**src/rtl/serial_adder.sv**
```systemverilog
// Bit-serial N-bit adder: one full adder plus a carry flop.
// Consumes one operand bit per clock, LSB first.

module fa (
   input  logic a,
   input  logic b,
   input  logic cin,
   output logic s,
   output logic cout
);

   // single-bit full adder
   assign s    = a ^ b ^ cin;
   assign cout = (a & b) | (cin & (a ^ b));

endmodule

module serial_adder #(
   parameter int N = 8
) (
   input  logic         clk,
   input  logic         rst,
   input  logic         start,
   input  logic [N-1:0] a,
   input  logic [N-1:0] b,
   input  logic         cin,
   output logic         busy,
   output logic         done,
   output logic [N-1:0] sum,
   output logic         cout
);

   localparam int CW = $clog2(N) + 1;

   localparam logic [1:0] S_IDLE = 2'd0;
   localparam logic [1:0] S_RUN  = 2'd1;
   localparam logic [1:0] S_DONE = 2'd2;

   logic [1:0]    st;
   logic [N-1:0]  opa;
   logic [N-1:0]  opb;
   logic [N-1:0]  res;
   logic [N-1:0]  res_nxt;
   logic          carry;
   logic [CW-1:0] cnt;
   logic          fs;
   logic          fc;
   logic          last;

   fa u_fa (
      .a    (opa[0]),
      .b    (opb[0]),
      .cin  (carry),
      .s    (fs),
      .cout (fc)
   );

   // new sum bit enters at the top, so after N steps bit 0 is the LSB
   assign res_nxt = {fs, res[N-1:1]};
   assign last    = (cnt == CW'(N - 1));

   // control FSM and bit-serial datapath
   always_ff @(posedge clk) begin
      if (rst) begin
         st    <= S_IDLE;
         opa   <= '0;
         opb   <= '0;
         res   <= '0;
         carry <= 1'b0;
         cnt   <= '0;
         sum   <= '0;
         cout  <= 1'b0;
      end else begin
         case (st)
            S_IDLE, S_DONE: begin
               if (start) begin
                  opa   <= a;
                  opb   <= b;
                  carry <= cin;
                  cnt   <= '0;
                  st    <= S_RUN;
               end else begin
                  st    <= S_IDLE;
               end
            end
            S_RUN: begin
               opa   <= opa >> 1;
               opb   <= opb >> 1;
               res   <= res_nxt;
               carry <= fc;
               cnt   <= cnt + CW'(1);
               if (last) begin
                  sum  <= res_nxt;
                  cout <= fc;
                  st   <= S_DONE;
               end
            end
            default: st <= S_IDLE;
         endcase
      end
   end

   // status decoded straight from the registered state
   assign busy = (st == S_RUN);
   assign done = (st == S_DONE);

endmodule
```
**config.mk**
```make
export PLATFORM = sky130hd
export DESIGN_NAME = serial_adder
export DESIGN_NICKNAME = d
export VERILOG_FILES = /design/src/rtl/serial_adder.sv
export SDC_FILE = /design/constraint.sdc
export NUM_CORES = 1
export LEC_CHECK = 0
export ABC_AREA = 1
export BUFFER_PORTS_ARGS = -buffer_cell sky130_fd_sc_hd__buf_4
export CORE_MARGIN = 8
export CORE_UTILIZATION = 30
export CTS_BUF_LIST = sky130_fd_sc_hd__clkbuf_4 sky130_fd_sc_hd__clkbuf_8 sky130_fd_sc_hd__clkbuf_16
export CTS_CLUSTER_SIZE = 24
export DETAILED_ROUTE_END_ITERATION = 12
export MAX_ROUTING_LAYER = met4
export SETUP_SLACK_MARGIN = 0.3
export SLEW_MARGIN = 30
export SYNTH_ARGS = -nofsm -noshare
export SYNTH_HDL_FRONTEND = slang
export SYNTH_HIERARCHICAL = 1
export SYNTH_SLANG_ARGS = --single-unit
```
**constraint.sdc**
```tcl
create_clock -name clk -period 1.3 [get_ports clk]
set_clock_uncertainty 0.2 [all_clocks]
set_input_delay 0.195 -clock clk [delete_from_list [all_inputs] [get_ports clk]]
set_output_delay 0.195 -clock clk [all_outputs]
set_load 0.05 [all_outputs]
```
======== Word-level counts from Yosys, hierarchy flattened ========
Index checks and enable logic that the tools add are counted.
word-level totals
  word-level logic and storage cells ...... 35
  bits in registers ....................... 40
  output and inout bits ................... 11
  input port bits ......................... 20
operators by class
  multiplexer cells ....................... 11
  $add $sub $neg .......................... 1
  bitwise operators ....................... 5
  equality and inequality tests ........... 5
  reductions and logical operators ........ 5
operators with widths
  kind                                                                    number
  8-bit one-hot mux with 2 select lines                                   2
  8-bit 2-to-1 mux                                                        2
  4-bit one-hot mux with 2 select lines                                   1
  4-bit by 1-bit adder with 4-bit output (second input constant)          1
  4-bit by 3-bit equality test with 1-bit output (second input constant)  1
  4-bit 2-to-1 mux                                                        1
  2-bit one-hot mux with 2 select lines                                   1
  2-bit AND reduction                                                     2
  1-bit AND                                                               2
  2-bit by 1-bit equality test with 1-bit output (second input constant)  1
  2-bit equality test (second input constant)                             1
  2-bit logical NOT                                                       1
  1-bit 2-to-1 mux                                                        2
  2-bit 2-to-1 mux                                                        1
  2-bit by 1-bit != test with 1-bit output (second input constant)        1
  2-bit != test (second input constant)                                   1
  1-bit one-hot mux with 2 select lines                                   1
  2-bit nonzero test                                                      1
  2-bit OR reduction                                                      1
  1-bit XOR                                                               2
  1-bit bitwise OR                                                        1

======== Longest topological paths before layout ========
Gate-level depths: netlist of the first run.
  depth in word-level cells ............... 4
  depth in mapped cells ................... 7
  depth with buffers taken out ............ 6

======== By module ========
Netlist of the first run, hierarchy kept.
by module, submodules not included
  module        cells an instance  area an instance (µm²)  times used  seq. area each (µm²)
  serial_adder  239                1750.4                  1           780.7
  fa            1                  20.0                    1           0.0

======== Worst setup path before layout of the first run ========
Ideal clock, no wire load.
  path type ............................... register to output
  start point ............................. reg st[1]
  end point ............................... out done
  data arrival time ....................... 1.271 ns
  path slack .............................. -0.366 ns
  buffers on the path ..................... 1
  cell stages (with the launch flop) ...... 4
  data required time ...................... 0.905 ns
  cell sequence ........................... dfxtp_1 > inv_2 > buf_2 > nor2_1
on the way
  longest elaborated chain between the ends .. 1
ends and longest elaborated chain
  what                      RTL line  source
  start: declaration        39        logic [1:0] st;
  start signal: assignment  65        st <= S_IDLE;
  start signal: assignment  81        st <= S_RUN;
  start signal: assignment  83        st <= S_IDLE;
  2-bit equality test       105       assign done = (st == S_DONE);
  end: declaration          28        output logic done,
Every way passes these cells.

======== Final worst setup path of the first run ========
Ends and elaborated chain as after synthesis.

==> results of run 1 <==
## placed cells by master (no fill, tap or decap), types with 9 or more instances in the layout
cell type	synthesis	layout
dfxtp_1	39	23
dfxtp_2	0	15
a21oi_1	20	9
nand2_1	33	31
nor2_1	23	20
nand3_2	0	29
inv_1	19	17
buf_4	4	35
a21oi_2	2	13
buf_8	0	13
nand3_1	69	38
## how the worst max path moves through the flow
stage                              from                   to  slack, ns  depth (start not counted)
finish               st[1]$_SDFFE_PP0P_                 done      -0.13                          4
global route         st[0]$_SDFFE_PP0P_                 busy      -0.17                          3
CTS                  st[1]$_SDFFE_PP0P_                 busy      -0.14                          3
detailed placement  cnt[1]$_SDFFE_PP0P_  sum[6]$_SDFFE_PP0P_      -0.03                          6
global placement     st[0]$_SDFFE_PP0P_  sum[7]$_SDFFE_PP0P_     -0.004                          5
floorplan            carry$_SDFFE_PP0P_  res[7]$_SDFFE_PP0P_       0.04                          3
## cells by family after synthesis
kind of cell               count (synthesis)
DFF                                       39
buffers and inverters                     38
adders and majority gates                  2
AOI/OAI and AO/OA                         31
and+or+nand+nor                          130
## area by class of cell
type	count	area, um^2
fill	584	2849
multi-input combinational	164	1101
sequential	39	803.3
timing repair buffer	67	774.5
clock buffer	7	96.34
tap	75	93.84
inverter	22	90.09
clock inverter	1	7.507
## layer usage
metal,part of all wire,GRT usage,vias to the layer above
met1,0.46,0.1339,812
met5,0,-,-
met3,0.046,0.03479,8
met4,0.020,0.04966,0
met2,0.47,0.1822,32
li1,-,-,910
## registers in the layout, summed over array words and instances, names as in the netlist
signal	cells
sum	8
opb	8
cnt	4
st	2
carry	1
res	7
opa	8
cout	1
## power by group through the flow
| stage | Sequential [mW] | Combinational [mW] | Clock, mW |
|---|---|---|---|
| 4_1_cts | 1.31 | 0.522 | 0.948 |
| 3_3_place_gp | 1.33 | 0.449 | 0 |
| 3_5_place_dp | 1.33 | 0.449 | 0 |
| 2_1_floorplan | 1.32 | 0.319 | 0 |
| 5_1_grt | 1.32 | 0.656 | 0.993 |
| 6_report | 1.31 | 0.600 | 0.919 |
## metrics by stage
step / TNS (ns) / utilization / power [mW] / area [um^2]
finish: -0.5878 / 0.5101 / 2.829 / 2967
global route: -2.145 / 0.5101 / 2.966 / 2967
CTS: -0.7028 / 0.4776 / 2.776 / 2778
detailed placement: -0.1478 / 0.4129 / 1.784 / 2401
global placement: -0.01105 / 0.4129 / 1.782 / 2401
floorplan: 0 / - / 1.642 / 2017
## critical path: cells and delay by family (launching register included)
kind	cells	cell delay, ns
DFF	1	0.35
and+or+nand+nor	1	0.07
buffers and inverters	3	0.33
## timing repair
| item | CTS | global route |
|---|---|---|
| cloned | 1 | 3 |
| endpoints found under the setup margin | 50 | 50 |
| hold buffers | 2 | 0 |
| gates resized for setup | 49 | 32 |
| pin swaps | 4 | 15 |
| hold endpoints to repair | 2 | 0 |
| setup buffers | 9 | 3 |
==> results.sh, run 1 <==
export IMPL_clkPwrFrac=0.325
export IMPL_drv_cap=0
export IMPL_syn_area_mm2=0.001770
export IMPL_timing_rr_end="sum[0]$_SDFFE_PP0P_"
export IMPL_synth_top_family_by_area="simple AND/OR/NAND/NOR gates"
export IMPL_critPathRequiredTime_ns=0.90
export IMPL_num_rows=28
export IMPL_first_iter_violations=46
export IMPL_track_usage=0.1159
export IMPL_core_area_mm2=0.005816
export IMPL_hold_viol=0
export IMPL_ys_flop_type="dfxtp_1"
export IMPL_synth_xor_area_frac=0
export IMPL_cts_root_buffer="clkbuf_8"
export IMPL_antenna_found_initial=0
export IMPL_yosys_top_cells_count="nand3_1, dfxtp_1, nand2_1, nor2_1, a21oi_1"
export IMPL_yosysTopAreaCell="dfxtp_1"
export IMPL_rsz0062_at_grt="true"
export IMPL_place_gp_congestion=0.7384
export IMPL_wl_mm=4.856
export IMPL_end_kind="output port"
export IMPL_dp_hpwl_mm=3.053
export IMPL_grt_overflow=0
export IMPL_min_path_type="in2reg"
export IMPL_slew_headroom=0.7992
export IMPL_yosysWarnings=6
export IMPL_yosysTopAreaCellShare=0.4410
export IMPL_start_util=0.3044
export IMPL_synth_most_common_cell="nand3_1"
export IMPL_die_w_um=92.82
export IMPL_tightest_slew_ns=0.3012
export IMPL_maxSlewViolCount=0
export IMPL_setup_slack_ns=-0.1306
export IMPL_postRouteAntennaNets=0
export IMPL_path_clk_slew_ns=0.08
export IMPL_peakVddDrop_mv=0.4781
export IMPL_synth_cells=240
export IMPL_cts_buffers=5
export IMPL_synth_async_sr_flop_share=0
export IMPL_fin_cells=375
export IMPL_place_inst=349
export IMPL_cp_start_kind="flop"
export IMPL_drcViolationCount=0
export IMPL_cts_sinks=39
export IMPL_htree_levels=2
export IMPL_reg2reg_depth=7
export IMPL_drive_gt1_frac=0.5100
export IMPL_vias=1762
export IMPL_synth_edf_count=0
export IMPL_layout_nets=321
export IMPL_final_min_clock_period_ns=1.431
export IMPL_r2r_setup_slack_ns=-0.09
export IMPL_n_antenna_cell=0
export IMPL_p_leak_nw=1.249
export IMPL_grt_pass1_wl_mm=7.886
export IMPL_cp_max_fo=2
export IMPL_synthSimpleGateAreaFrac=0.3420
export IMPL_crit_type="reg2out"
export IMPL_synth_compound_area_frac=0.09187
export IMPL_p_sw_mw=0.7811
export IMPL_p_sw_frac=0.2761
export IMPL_cp_arrival_ns=1.04
export IMPL_powerDensity_mw_per_mm2=953.6
export IMPL_path_cells="inv_2 -> buf_12 -> nor2_4 -> buf_6"
export IMPL_firstDrtPassIters=4
export IMPL_clkLatencyLatePin_ns=0.29
export IMPL_synthAdderAreaFrac=0.01837
export IMPL_combPwrFrac=0.212
export IMPL_holdCritStartpoint="a[5]"
export IMPL_die_h_um=92.82
export IMPL_period_share=1.100
export IMPL_critPathMaxStageDelay_ns=0.35
export IMPL_grt_pass1_vias=1742
export IMPL_drt_wirelength_per_cell_um=12.95
export IMPL_violations="negative setup slack"
export IMPL_ys_ff_latch=39
export IMPL_hold_depth=5
export IMPL_area_growth_pct=67.56
export IMPL_hold_ws_ns=0.04623
export IMPL_fmax_ghz=0.6990
export IMPL_slowest_stage="dfxtp_2"
export IMPL_grt_max_degree=24
export IMPL_yosys_top_cells_area="dfxtp_1, nand3_1, nand2_1"
export IMPL_via_per_inst=4.699
export IMPL_seq_power_share=0.463
export IMPL_p_int_mw=2.048
export IMPL_cts_max_path_buffers=2
export IMPL_cts_tree="done"
export IMPL_synth_lib_cells_used_distinct=20
export IMPL_status="finished, violations left"
export IMPL_pre_cts_slack_ns=-0.02993
export IMPL_yosys_mux_area_fraction=0
export IMPL_syn_nets=262
export IMPL_io_pins=31
export IMPL_io_buffers=30
export IMPL_setup_violations=16
export IMPL_die_area_mm2=0.008616
export IMPL_hold_end="opa[5]$_SDFFE_PP0P_"
export IMPL_reg2reg_from="st[0]$_SDFFE_PP0P_"
export IMPL_ys_seq_area_frac=0.4410
export IMPL_syn_area_per_cell_um2=7.377
Power figures use the tool's default switching activity.
==> inputs of run 2 (changes only) <==
--- a/config.mk
+++ b/config.mk
@@ -5,7 +5,6 @@
 export SDC_FILE = /design/constraint.sdc
 export NUM_CORES = 1
 export LEC_CHECK = 0
-export ABC_AREA = 1
 export BUFFER_PORTS_ARGS = -buffer_cell sky130_fd_sc_hd__buf_4
 export CORE_MARGIN = 8
 export CORE_UTILIZATION = 30
==> run 2 against run 1 <==
The flow finishes with violations (negative hold slack, negative setup slack); worst hold slack got worse by 0.072 ns; sequential cell count did not move; design area fell by 16%; sequential power barely moved; worst setup slack got worse by 0.039 ns; sequential share of layout area rose by 5.0 points; first-iteration DRC count fell by 26%; maximum frequency fell by 2.6%.
==> results.sh, run 2 <==
export IMPL_status="finished, violations left"
export IMPL_violations="negative hold slack, negative setup slack"
export IMPL_place_gp_congestion=0.6961
export IMPL_firstDrtPassIters=4
export IMPL_die_area_mm2=0.008135
export IMPL_htree_levels=2
export IMPL_grt_pass1_wl_mm=6.589
export IMPL_cts_buffers=5
export IMPL_die_w_um=90.20
export IMPL_setup_slack_ns=-0.1692
export IMPL_reg2reg_depth=5
export IMPL_die_h_um=90.20
export IMPL_grt_max_degree=31
export IMPL_layout_nets=248
export IMPL_syn_area_mm2=0.001652
export IMPL_final_common_cell="buf_4"
export IMPL_hold_depth=3
export IMPL_yosysTopAreaCellShare=0.4727
export IMPL_holdCritStartpoint="a[3]"
export IMPL_syn_nets=199
export IMPL_cts_root_buffer="clkbuf_8"
export IMPL_antenna_found_initial=0
export IMPL_syn_area_per_cell_um2=9.331
export IMPL_ys_seq_area_frac=0.4727
export IMPL_hold_viol=12
export IMPL_area_growth_pct=50.98
export IMPL_cp_start_kind="flop"
export IMPL_place_inst=281
export IMPL_maxSlewViolCount=0
export IMPL_wl_mm=3.905
export IMPL_synth_edf_count=0
export IMPL_final_cell_mix="buf_4, a21oi_1, dfxtp_1, nand2b_1, nand3_1"
export IMPL_synth_lib_cells_used_distinct=26
export IMPL_end_kind="output port"
export IMPL_first_iter_violations=34
export IMPL_track_usage=0.09764
export IMPL_n_antenna_cell=0
export IMPL_peakVddDrop_mv=0.6592
export IMPL_reg2reg_from="st[1]$_SDFFE_PP0P_"
export IMPL_synth_cells=177
export IMPL_reg_largest_list="opa: 8 flops, opb: 8 flops, sum: 8 flops"
export IMPL_critPathRequiredTime_ns=0.90
export IMPL_drv_cap=0
export IMPL_final_min_clock_period_ns=1.469
export IMPL_crit_type="reg2out"
export IMPL_num_rows=27
export IMPL_path_clk_slew_ns=0.08
export IMPL_vias=1411
export IMPL_io_pins=31
export IMPL_min_path_type="in2reg"
export IMPL_cts_hold_buf=2
export IMPL_fin_cells=299
export IMPL_synth_async_sr_flop_share=0
export IMPL_start_util=0.3056
export IMPL_grt_pass1_vias=1490
export IMPL_ys_ff_latch=39
export IMPL_cp_max_fo=2
export IMPL_io_buffers=30
export IMPL_ys_flop_type="dfxtp_1"
export IMPL_r2r_setup_slack_ns=-0.13
export IMPL_hold_end="opa[3]$_SDFFE_PP0P_"
export IMPL_yosys_top_cells_count="dfxtp_1, a21oi_1, nand2b_1, nand3_1, nand2_1"
export IMPL_p_leak_nw=0.9201
export IMPL_synth_most_common_cell="dfxtp_1"
export IMPL_setup_violations=37
export IMPL_drive_gt1_frac=0.4670
export IMPL_dp_hpwl_mm=2.441
export IMPL_via_per_inst=4.719
export IMPL_yosysWarnings=6
export IMPL_drcViolationCount=0
export IMPL_cts_tree="done"
export IMPL_tightest_slew_ns=0.2656
export IMPL_yosysTopAreaCell="dfxtp_1"
export IMPL_period_share=1.130
export IMPL_slew_headroom=0.8229
export IMPL_grt_overflow=0
export IMPL_fmax_ghz=0.6806
export IMPL_drt_wirelength_per_cell_um=13.06
export IMPL_postRouteAntennaNets=0
export IMPL_clkLatencyLatePin_ns=0.29
export IMPL_core_area_mm2=0.005405
export IMPL_cts_sinks=39
export IMPL_cp_arrival_ns=1.07
export IMPL_rsz0062_at_grt="true"
export IMPL_cts_max_path_buffers=2
export IMPL_post_route_util=0.4613
export IMPL_yosys_top_cells_area="dfxtp_1, a21oi_1, nand2b_1"
export IMPL_powerDensity_mw_per_mm2=1001
export IMPL_timing_rr_end="cnt[3]$_SDFFE_PP0P_"
export IMPL_hold_ws_ns=-0.02551
-- run 2: metal layers --
layer | wire [um] | part of all wire | GRT usage
met5 | 0 | 0 | -
met4 | 23 | 0.0059 | 0.02497
met3 | 159 | 0.041 | 0.03076
met2 | 1907 | 0.49 | 0.1583
met1 | 1814 | 0.46 | 0.1144
-- run 2: report_power, final --
group / leakage [nW] / switching, mW / internal, mW
logic: 0.548 / 0.202 / 0.226
clock network: 0.0477 / 0.426 / 0.367
registers: 0.324 / 0.0355 / 1.24
-- run 2: worst max-delay path by stage --
stage,startpoint,endpoint,depth (start not counted)
6_report,st[1]$_SDFFE_PP0P_,busy,4
5_1_grt,st[1]$_SDFFE_PP0P_,busy,4
4_1_cts,st[1]$_SDFFE_PP0P_,busy,4
3_5_place_dp,cnt[1]$_SDFFE_PP0P_,sum[3]$_SDFFE_PP0P_,4
3_3_place_gp,cnt[1]$_SDFFE_PP0P_,cout$_SDFFE_PP0P_,4
2_1_floorplan,cnt[1]$_SDFFE_PP0P_,cout$_SDFFE_PP0P_,4
-- run 2: layout make-up --
| type | count | area [um^2] |
|---|---|---|
| Fill cell | 523 | 2912 |
| Inverter | 1 | 16.27 |
| Sequential cell | 39 | 800.8 |
| Clock buffer | 5 | 68.82 |
| Clock inverter | 3 | 15.01 |
| Timing Repair Buffer | 55 | 589.3 |
| Tap cell | 72 | 90.09 |
| Multi-Input combinational cell | 124 | 913.4 |
-- run 2: worst max-delay path, cell delays in order, from the launching register on --
cell      delay (ns)
dfxtp_2         0.33
nand2b_4        0.16
clkinv_8        0.06
buf_12          0.12
buf_12          0.13
-- run 2: metrics by stage --
| step | cell area, um^2 | TNS (ns) | hold slack (ns) | total power, mW | setup slack (ns) |
|---|---|---|---|---|---|
| after CTS | 2461 | -3.411 | -0.03638 | 2.517 | -0.1909 |
| final | 2494 | -3.028 | -0.02551 | 2.497 | -0.1692 |
| after floorplan | 1817 | -0.6524 | 0.1310 | 1.557 | -0.07249 |
| after detailed placement | 2175 | -1.284 | 0.2566 | 1.677 | -0.1335 |
| after global routing | 2494 | -5.468 | -0.02556 | 2.630 | -0.2181 |
| after global placement | 2175 | -0.9692 | 0.2484 | 1.676 | -0.08899 |
-- run 2: timing repair --
| action | CTS | global route |
|---|---|---|
| pin swaps | 3 | 2 |
| buffers inserted | 6 | 0 |
| endpoints found under the hold margin | 16 | 6 |
| gates resized for setup | 39 | 2 |
| setup endpoints to repair | 50 | 50 |
| cloned | 1 | 1 |
-- run 2: kinds of logic after synthesis --
kind of cell | after synthesis | share of synthesized area
flip-flops | 39 | 0.4727
buffers and inverters | 15 | 0.05908
AO/OA/AOI/OAI | 44 | 0.1606
multiplexers | 11 | 0.07045
adder cells (fa/ha/maj) | 2 | 0.01970
AND/OR/NAND/NOR | 66 | 0.2174
